**src/rtl/operand_issue.sv**
```systemverilog
// Operand issue stage: requests register-file reads, tracks pending writes per
// register, and hands stall-free operands to EX. `OPERAND_ISSUE_STALL_CNT_EN adds a hazard stall counter.
module operand_issue #(
  parameter int REG_NUM = 32,
  parameter int ADDR_W  = 5,
  parameter int DATA_W  = 32,
  parameter int PEND_W  = 2,
  parameter int INFO_W  = 32
) (
  input  logic              clk,
  input  logic              rst,
  input  logic              rdy,
  input  logic              flush,
  input  logic              in_valid,
  output logic              in_ready,
  input  logic              in_rs1_en,
  input  logic              in_rs2_en,
  input  logic [ADDR_W-1:0] in_rs1,
  input  logic [ADDR_W-1:0] in_rs2,
  input  logic              in_rd_en,
  input  logic [ADDR_W-1:0] in_rd,
  input  logic [INFO_W-1:0] in_info,
  output logic              r1_req,
  output logic              r2_req,
  output logic [ADDR_W-1:0] r1_addr,
  output logic [ADDR_W-1:0] r2_addr,
  input  logic [DATA_W-1:0] r1_data,
  input  logic [DATA_W-1:0] r2_data,
  input  logic              wb_req,
  input  logic [ADDR_W-1:0] wb_addr,
  output logic              out_valid,
  input  logic              out_ready,
  output logic [DATA_W-1:0] out_op1,
  output logic [DATA_W-1:0] out_op2,
  output logic              out_rd_en,
  output logic [ADDR_W-1:0] out_rd,
  output logic [INFO_W-1:0] out_info,
  output logic [31:0]       stall_cycles
);

  // Handshake: a transfer happens on a clock edge where valid & ready are both
  // high; the producer holds valid and its payload stable until that edge, and
  // valid never depends combinationally on ready.

  logic [PEND_W-1:0] pend [REG_NUM];

  logic              rs1_pend_nz;
  logic              rs2_pend_nz;
  logic              rs1_wb_clears;
  logic              rs2_wb_clears;
  logic              rs1_haz;
  logic              rs2_haz;
  logic              rd_saturated;
  logic              struct_haz;
  logic              op_haz;
  logic              slot_free;
  logic              issue;
  logic [REG_NUM-1:0] inc_hit;
  logic [REG_NUM-1:0] dec_hit;

  assign r1_req  = rdy & in_valid & in_rs1_en;
  assign r2_req  = rdy & in_valid & in_rs2_en;
  assign r1_addr = r1_req ? in_rs1 : '0;
  assign r2_addr = r2_req ? in_rs2 : '0;

  // A single outstanding write retiring this cycle is covered by the forwarded read data.
  assign rs1_pend_nz   = pend[in_rs1] != '0;
  assign rs2_pend_nz   = pend[in_rs2] != '0;
  assign rs1_wb_clears = wb_req & (wb_addr == in_rs1) & (pend[in_rs1] == PEND_W'(1));
  assign rs2_wb_clears = wb_req & (wb_addr == in_rs2) & (pend[in_rs2] == PEND_W'(1));
  assign rs1_haz = in_rs1_en & (in_rs1 != '0) & rs1_pend_nz & ~rs1_wb_clears;
  assign rs2_haz = in_rs2_en & (in_rs2 != '0) & rs2_pend_nz & ~rs2_wb_clears;
  assign op_haz  = rs1_haz | rs2_haz;

  // A saturated counter that retires in the same cycle nets to no change, so it may issue.
  assign rd_saturated = pend[in_rd] == {PEND_W{1'b1}};
  assign struct_haz   = in_rd_en & (in_rd != '0) & rd_saturated &
                        ~(wb_req & (wb_addr == in_rd));

  assign slot_free = ~out_valid | out_ready;
  assign in_ready  = rdy & ~rst & ~flush & in_valid & slot_free & ~op_haz & ~struct_haz;
  assign issue     = in_ready;

  always_comb begin
    inc_hit = '0;
    dec_hit = '0;
    for (int i = 1; i < REG_NUM; i++) begin
      inc_hit[i] = issue & in_rd_en & (in_rd == ADDR_W'(i));
      dec_hit[i] = wb_req & (wb_addr == ADDR_W'(i)) & (pend[i] != '0);
    end
  end

  always_ff @(posedge clk or posedge rst) begin
    if (rst) begin
      for (int i = 0; i < REG_NUM; i++) pend[i] <= '0;
      out_valid <= 1'b0;
      out_op1   <= '0;
      out_op2   <= '0;
      out_rd_en <= 1'b0;
      out_rd    <= '0;
      out_info  <= '0;
    end else if (flush) begin
      for (int i = 0; i < REG_NUM; i++) pend[i] <= '0;
      out_valid <= 1'b0;
    end else if (rdy) begin
      for (int i = 1; i < REG_NUM; i++) begin
        if (inc_hit[i] && !dec_hit[i]) pend[i] <= pend[i] + PEND_W'(1);
        else if (dec_hit[i] && !inc_hit[i]) pend[i] <= pend[i] - PEND_W'(1);
      end
      if (issue) begin
        out_valid <= 1'b1;
        out_op1   <= in_rs1_en ? r1_data : '0;
        out_op2   <= in_rs2_en ? r2_data : '0;
        out_rd_en <= in_rd_en;
        out_rd    <= in_rd;
        out_info  <= in_info;
      end else if (out_valid && out_ready) begin
        out_valid <= 1'b0;
      end
    end
  end

`ifdef OPERAND_ISSUE_STALL_CNT_EN
  logic        stall_event;
  logic [31:0] stall_q;

  assign stall_event = rdy & in_valid & ~flush & slot_free & (op_haz | struct_haz);

  always_ff @(posedge clk or posedge rst) begin
    if (rst) stall_q <= '0;
    else if (stall_event) stall_q <= stall_q + 32'd1;
  end

  assign stall_cycles = stall_q;
`else
  assign stall_cycles = '0;
`endif

endmodule

```
**config.mk**
```make
export PLATFORM = sky130hd
export DESIGN_NAME = operand_issue
export DESIGN_NICKNAME = d
export VERILOG_FILES = /design/src/rtl/operand_issue.sv
export SDC_FILE = /design/constraint.sdc
export NUM_CORES = 1
export LEC_CHECK = 0
export CAP_MARGIN = 20
export CORE_ASPECT_RATIO = 1.5
export CORE_MARGIN = 8
export CORE_UTILIZATION = 36
export CTS_CLUSTER_DIAMETER = 50
export DETAILED_ROUTE_END_ITERATION = 8
export HOLD_SLACK_MARGIN = 0.06
export MAX_ROUTING_LAYER = met4
export PLACE_DENSITY_LB_ADDON = 0.1
export SLEW_MARGIN = 20
export SYNTH_ARGS = -nofsm -noshare
export SYNTH_HDL_FRONTEND = slang
export SYNTH_SLANG_ARGS = --single-unit
```
**constraint.sdc**
```tcl
create_clock -name clk -period 10.3 [get_ports clk]
set_input_delay 3.09 -clock clk [delete_from_list [all_inputs] [get_ports clk]]
set_output_delay 3.09 -clock clk [all_outputs]
set_load 0.02 [all_outputs]
```
==> impl_summary.log <==
INFO  metric number_of_global_route_vias_before_repair = 10,671
INFO  metric worst_flop_to_flop_path_startpoint = pend[55]
INFO  metric cts_tree = built
INFO  metric setup_violations = 0
INFO  metric post_dr_wirelength_cell = 22.9 um
INFO  metric num-nets-final = 1,657
INFO  metric critical_path.reg2reg.endpoint = out_op1[15]
INFO  metric layout_commonest_cell = sky130_fd_sc_hd__nand2_1
INFO  metric vias = 10,851
INFO  metric cp-start-kind = primary input
INFO  metric dp.cells = 1,912
INFO  metric antenna_found_initial = 1
INFO  metric max_cap_viol_count = 0
INFO  metric die_area = 36,400 um2
INFO  metric min_path_cells = 2
INFO  metric timing.setup.critical_path_class = in -> out
INFO  metric cts_setup_buffers = 0
INFO  metric cts_num_sinks = 165
INFO  metric post_synth_instance_area = 11,000 um2
INFO  metric finalHoldWorstSlack = 0.465 ns
INFO  metric seq_area_frac_synth = 37.6%
INFO  metric hp-start = out_op1[2]
INFO  metric cts.root.buffer_cell = sky130_fd_sc_hd__clkbuf_16
INFO  metric clock_latency = 0.45 ns
INFO  metric layout.filler_cells = 2,997
INFO  metric finalClockSkew = 0.0135 ns
INFO  metric post_cts_hold_buffer_count = 0
INFO  metric most-common-layout-cells = 333 x sky130_fd_sc_hd__nand2_1, 237 x sky130_fd_sc_hd__clkdlybuf4s50_1, 165 x sky130_fd_sc_hd__dfrtp_1
INFO  metric multi_input_area = 6160 um2
INFO  metric post_layout_total_power = 2.25 mW
INFO  metric clk_path_buf_depth = 2
INFO  metric finalSetupTns = 0 ns
INFO  metric ioPinCount = 274
INFO  metric dieWidth = 159 um
INFO  metric finalWorstSetupSlack = 0.715 ns
INFO  metric layout.cell_area.non_filler = 14,200 um2
INFO  metric grt_overflow_total = 0
INFO  metric finalCriticalPeriod = 9.58 ns
INFO  metric gate_family_responsible_for_the_most_delay_along_the_worst_path = buffers and inverters
INFO  metric synth_enable_flop_cells = 0
INFO  metric drt-initial-drc-count = 983
INFO  metric place.gp.congestion = 0.917
INFO  metric clock.fmax = 0.104 GHz
INFO  metric share_of_post_route_cells_with_drive_strength_above_1 = 9.20%
INFO  metric timing.reg2reg.worst_path_depth = 11
INFO  metric cts_h_tree_depth = 4
INFO  metric placed_cell_area = 13,500 um2
INFO  metric clk_pin_slew_worst_paths = 0.07 ns
INFO  metric yosys_cell_types = 66
INFO  metric cp_max_fo = 24
INFO  metric post_drt_via_cell_ratio = 5.58
INFO  metric run_status = finished clean
INFO  metric synth_to_layout_area_growth = 29.2%
INFO  metric timing.critical_path.slowest_stage_cell = sky130_fd_sc_hd__clkdlybuf4s50_1
INFO  metric grt.total_usage = 24.9%
INFO  metric post-route-drc-count = 0
INFO  metric critical_path.most_common_cell = sky130_fd_sc_hd__clkdlybuf4s50_1
INFO  metric ys_warn_count = 0
INFO  metric slowest_delay = 0.60 ns
INFO  metric hold_viol = 0
INFO  metric first_pass_iteration_count_of_the_detailed_router = 6
INFO  metric core-area = 30,200 um2
INFO  metric slew_violations = 0
INFO  metric crit_required = 7.21 ns
INFO  metric post_cts.resized_instances = 0
INFO  metric place_hpwl = 32,700 um
INFO  metric p_leak = 6.06 nW
INFO  metric start_util = 36.4%
INFO  metric critPathCaptureType = output port
INFO  metric p_per_area = 159 nW/um2
INFO  metric syn_area_per_cell = 8.17 um2
INFO  metric path_cells = clkdlybuf4s50_1, buf_4, mux4_2, o211ai_1, a21oi_1, o31ai_2, nand2_1, or3_4, clkinv_2, clkdlybuf4s50_1
INFO  metric drt-total-wl = 44,500 um
INFO  metric dp_worst_setup_slack = 0.734 ns
INFO  metric asyncSetResetFlopFracSynth = 100%
INFO  metric stdcell_count = 1,945
INFO  metric timing.hold.worst.class = reg -> reg
INFO  metric post_synth_inst_count = 1,343
INFO  metric fp-row-count = 78
INFO  metric max-slew-margin-rel = 35.6%
INFO  metric holdPathEnd = out_op1[2]
INFO  metric die_height = 230 um
INFO  metric layout.area.seq = 4130 um2
INFO  metric crit_arrival = 6.49 ns
INFO  metric grt_setup_unrepaired = no
INFO  metric worst-path-buf-inv = 4
INFO  metric synth_seq_cells = 165
INFO  metric r2r_setup_slack = 6.23 ns
INFO  metric clock_buffer_count_from_cts = 17
INFO  metric final_design_utilization = 47.0%
INFO  metric synth-main-ff-cell = sky130_fd_sc_hd__dfrtp_1
INFO  metric max_slew.worst_pin.slew = 0.965 ns
INFO  metric final_min_period_over_clock_period = 93.1%
INFO  metric route.antenna.remaining_nets = 0
INFO  metric first_pass_grt_wire_length = 66,600 um
INFO  metric worst_ir_drop_vdd = 0.000120 V
INFO  metric buffer_ports.inserted = 241
INFO  metric grt_start_max_net_pins = 94
==> report_power, final <==
| part | internal [mW] | total [mW] | switching, mW |
|---|---|---|---|
| sequential | 0.766 | 0.825 | 0.0593 |
| combinational | 0.312 | 0.723 | 0.411 |
| clock | 0.406 | 0.706 | 0.300 |
| total | 1.48 | 2.25 | 0.770 |
==> registers in the layout, summed over array words and instances (netlist names) <==
name	flops
out_op1	32
out_valid	1
out_op2	32
pend	62
out_rd_en	1
out_rd	5
out_info	32
==> Yosys cell counts, drive strengths merged, types with 12 or more instances <==
cell	instances	area [um2]
a211oi	17	128
a21oi	25	125
a221oi	20	175
a31oi	22	138
and2	23	144
and3	12	75.1
buf	71	448
clkbuf	61	229
dfrtp	165	4130
inv	37	139
mux2	46	518
mux2i	54	541
mux4	13	293
nand2	333	1250
nand3	103	515
nor2	73	274
nor2b	18	113
nor3	23	115
nor4	29	188
o21ai	43	219
or4	12	90.1
xor2	12	105
==> logic make-up (layout without fill, tap and decap cells) <==
family	count (synthesis)	in the layout	synth area share, %
xor+xnor	15	15	1.20
simple gates	672	672	28.1
other cells	1	33	0.0342
compound gates	208	208	13.3
mux	113	113	12.3
buf+inv	169	339	7.43
flops	165	165	37.6
==> worst max path at each step <==
stage / start / end / slack (ns) / cells after the start
2_1_floorplan: in_rd[1] / in_ready / 1.54 / 13
3_3_place_gp: in_rd[1] / in_ready / 0.75 / 10
3_5_place_dp: in_rd[1] / in_ready / 0.73 / 10
4_1_cts: in_rd[1] / in_ready / 0.73 / 10
5_1_grt: in_rd[1] / in_ready / 0.52 / 10
6_report: in_rd[1] / in_ready / 0.72 / 10
==> area by class of cell <==
cell class	instances	share of cell area (%)
multi-input cells	1040	43.4
flip-flops and latches	165	29.1
repair buffers	270	18.4
well taps	400	3.53
clock buffers	20	3.29
clock inverters	12	1.17
inverters	37	1.02
diodes	1	0.0177
==> worst min-delay path, stage by stage (launching register included) <==
cell and delay [ns]:
sky130_fd_sc_hd__dfrtp_1 0.34, sky130_fd_sc_hd__nand2_1 0.05, sky130_fd_sc_hd__nand2_1 0.05
==> layer usage <==
metal,part of all wire [%],vias up,routed length (um),global-route usage [%]
met5,0,-,0,-
met3,5.6,108,2480,3.49
met1,38,5272,16900,27.3
li1,-,5051,-,-
met2,51,420,22700,42.2
met4,5.5,0,2440,14.2
Power figures use the tool's default switching activity.
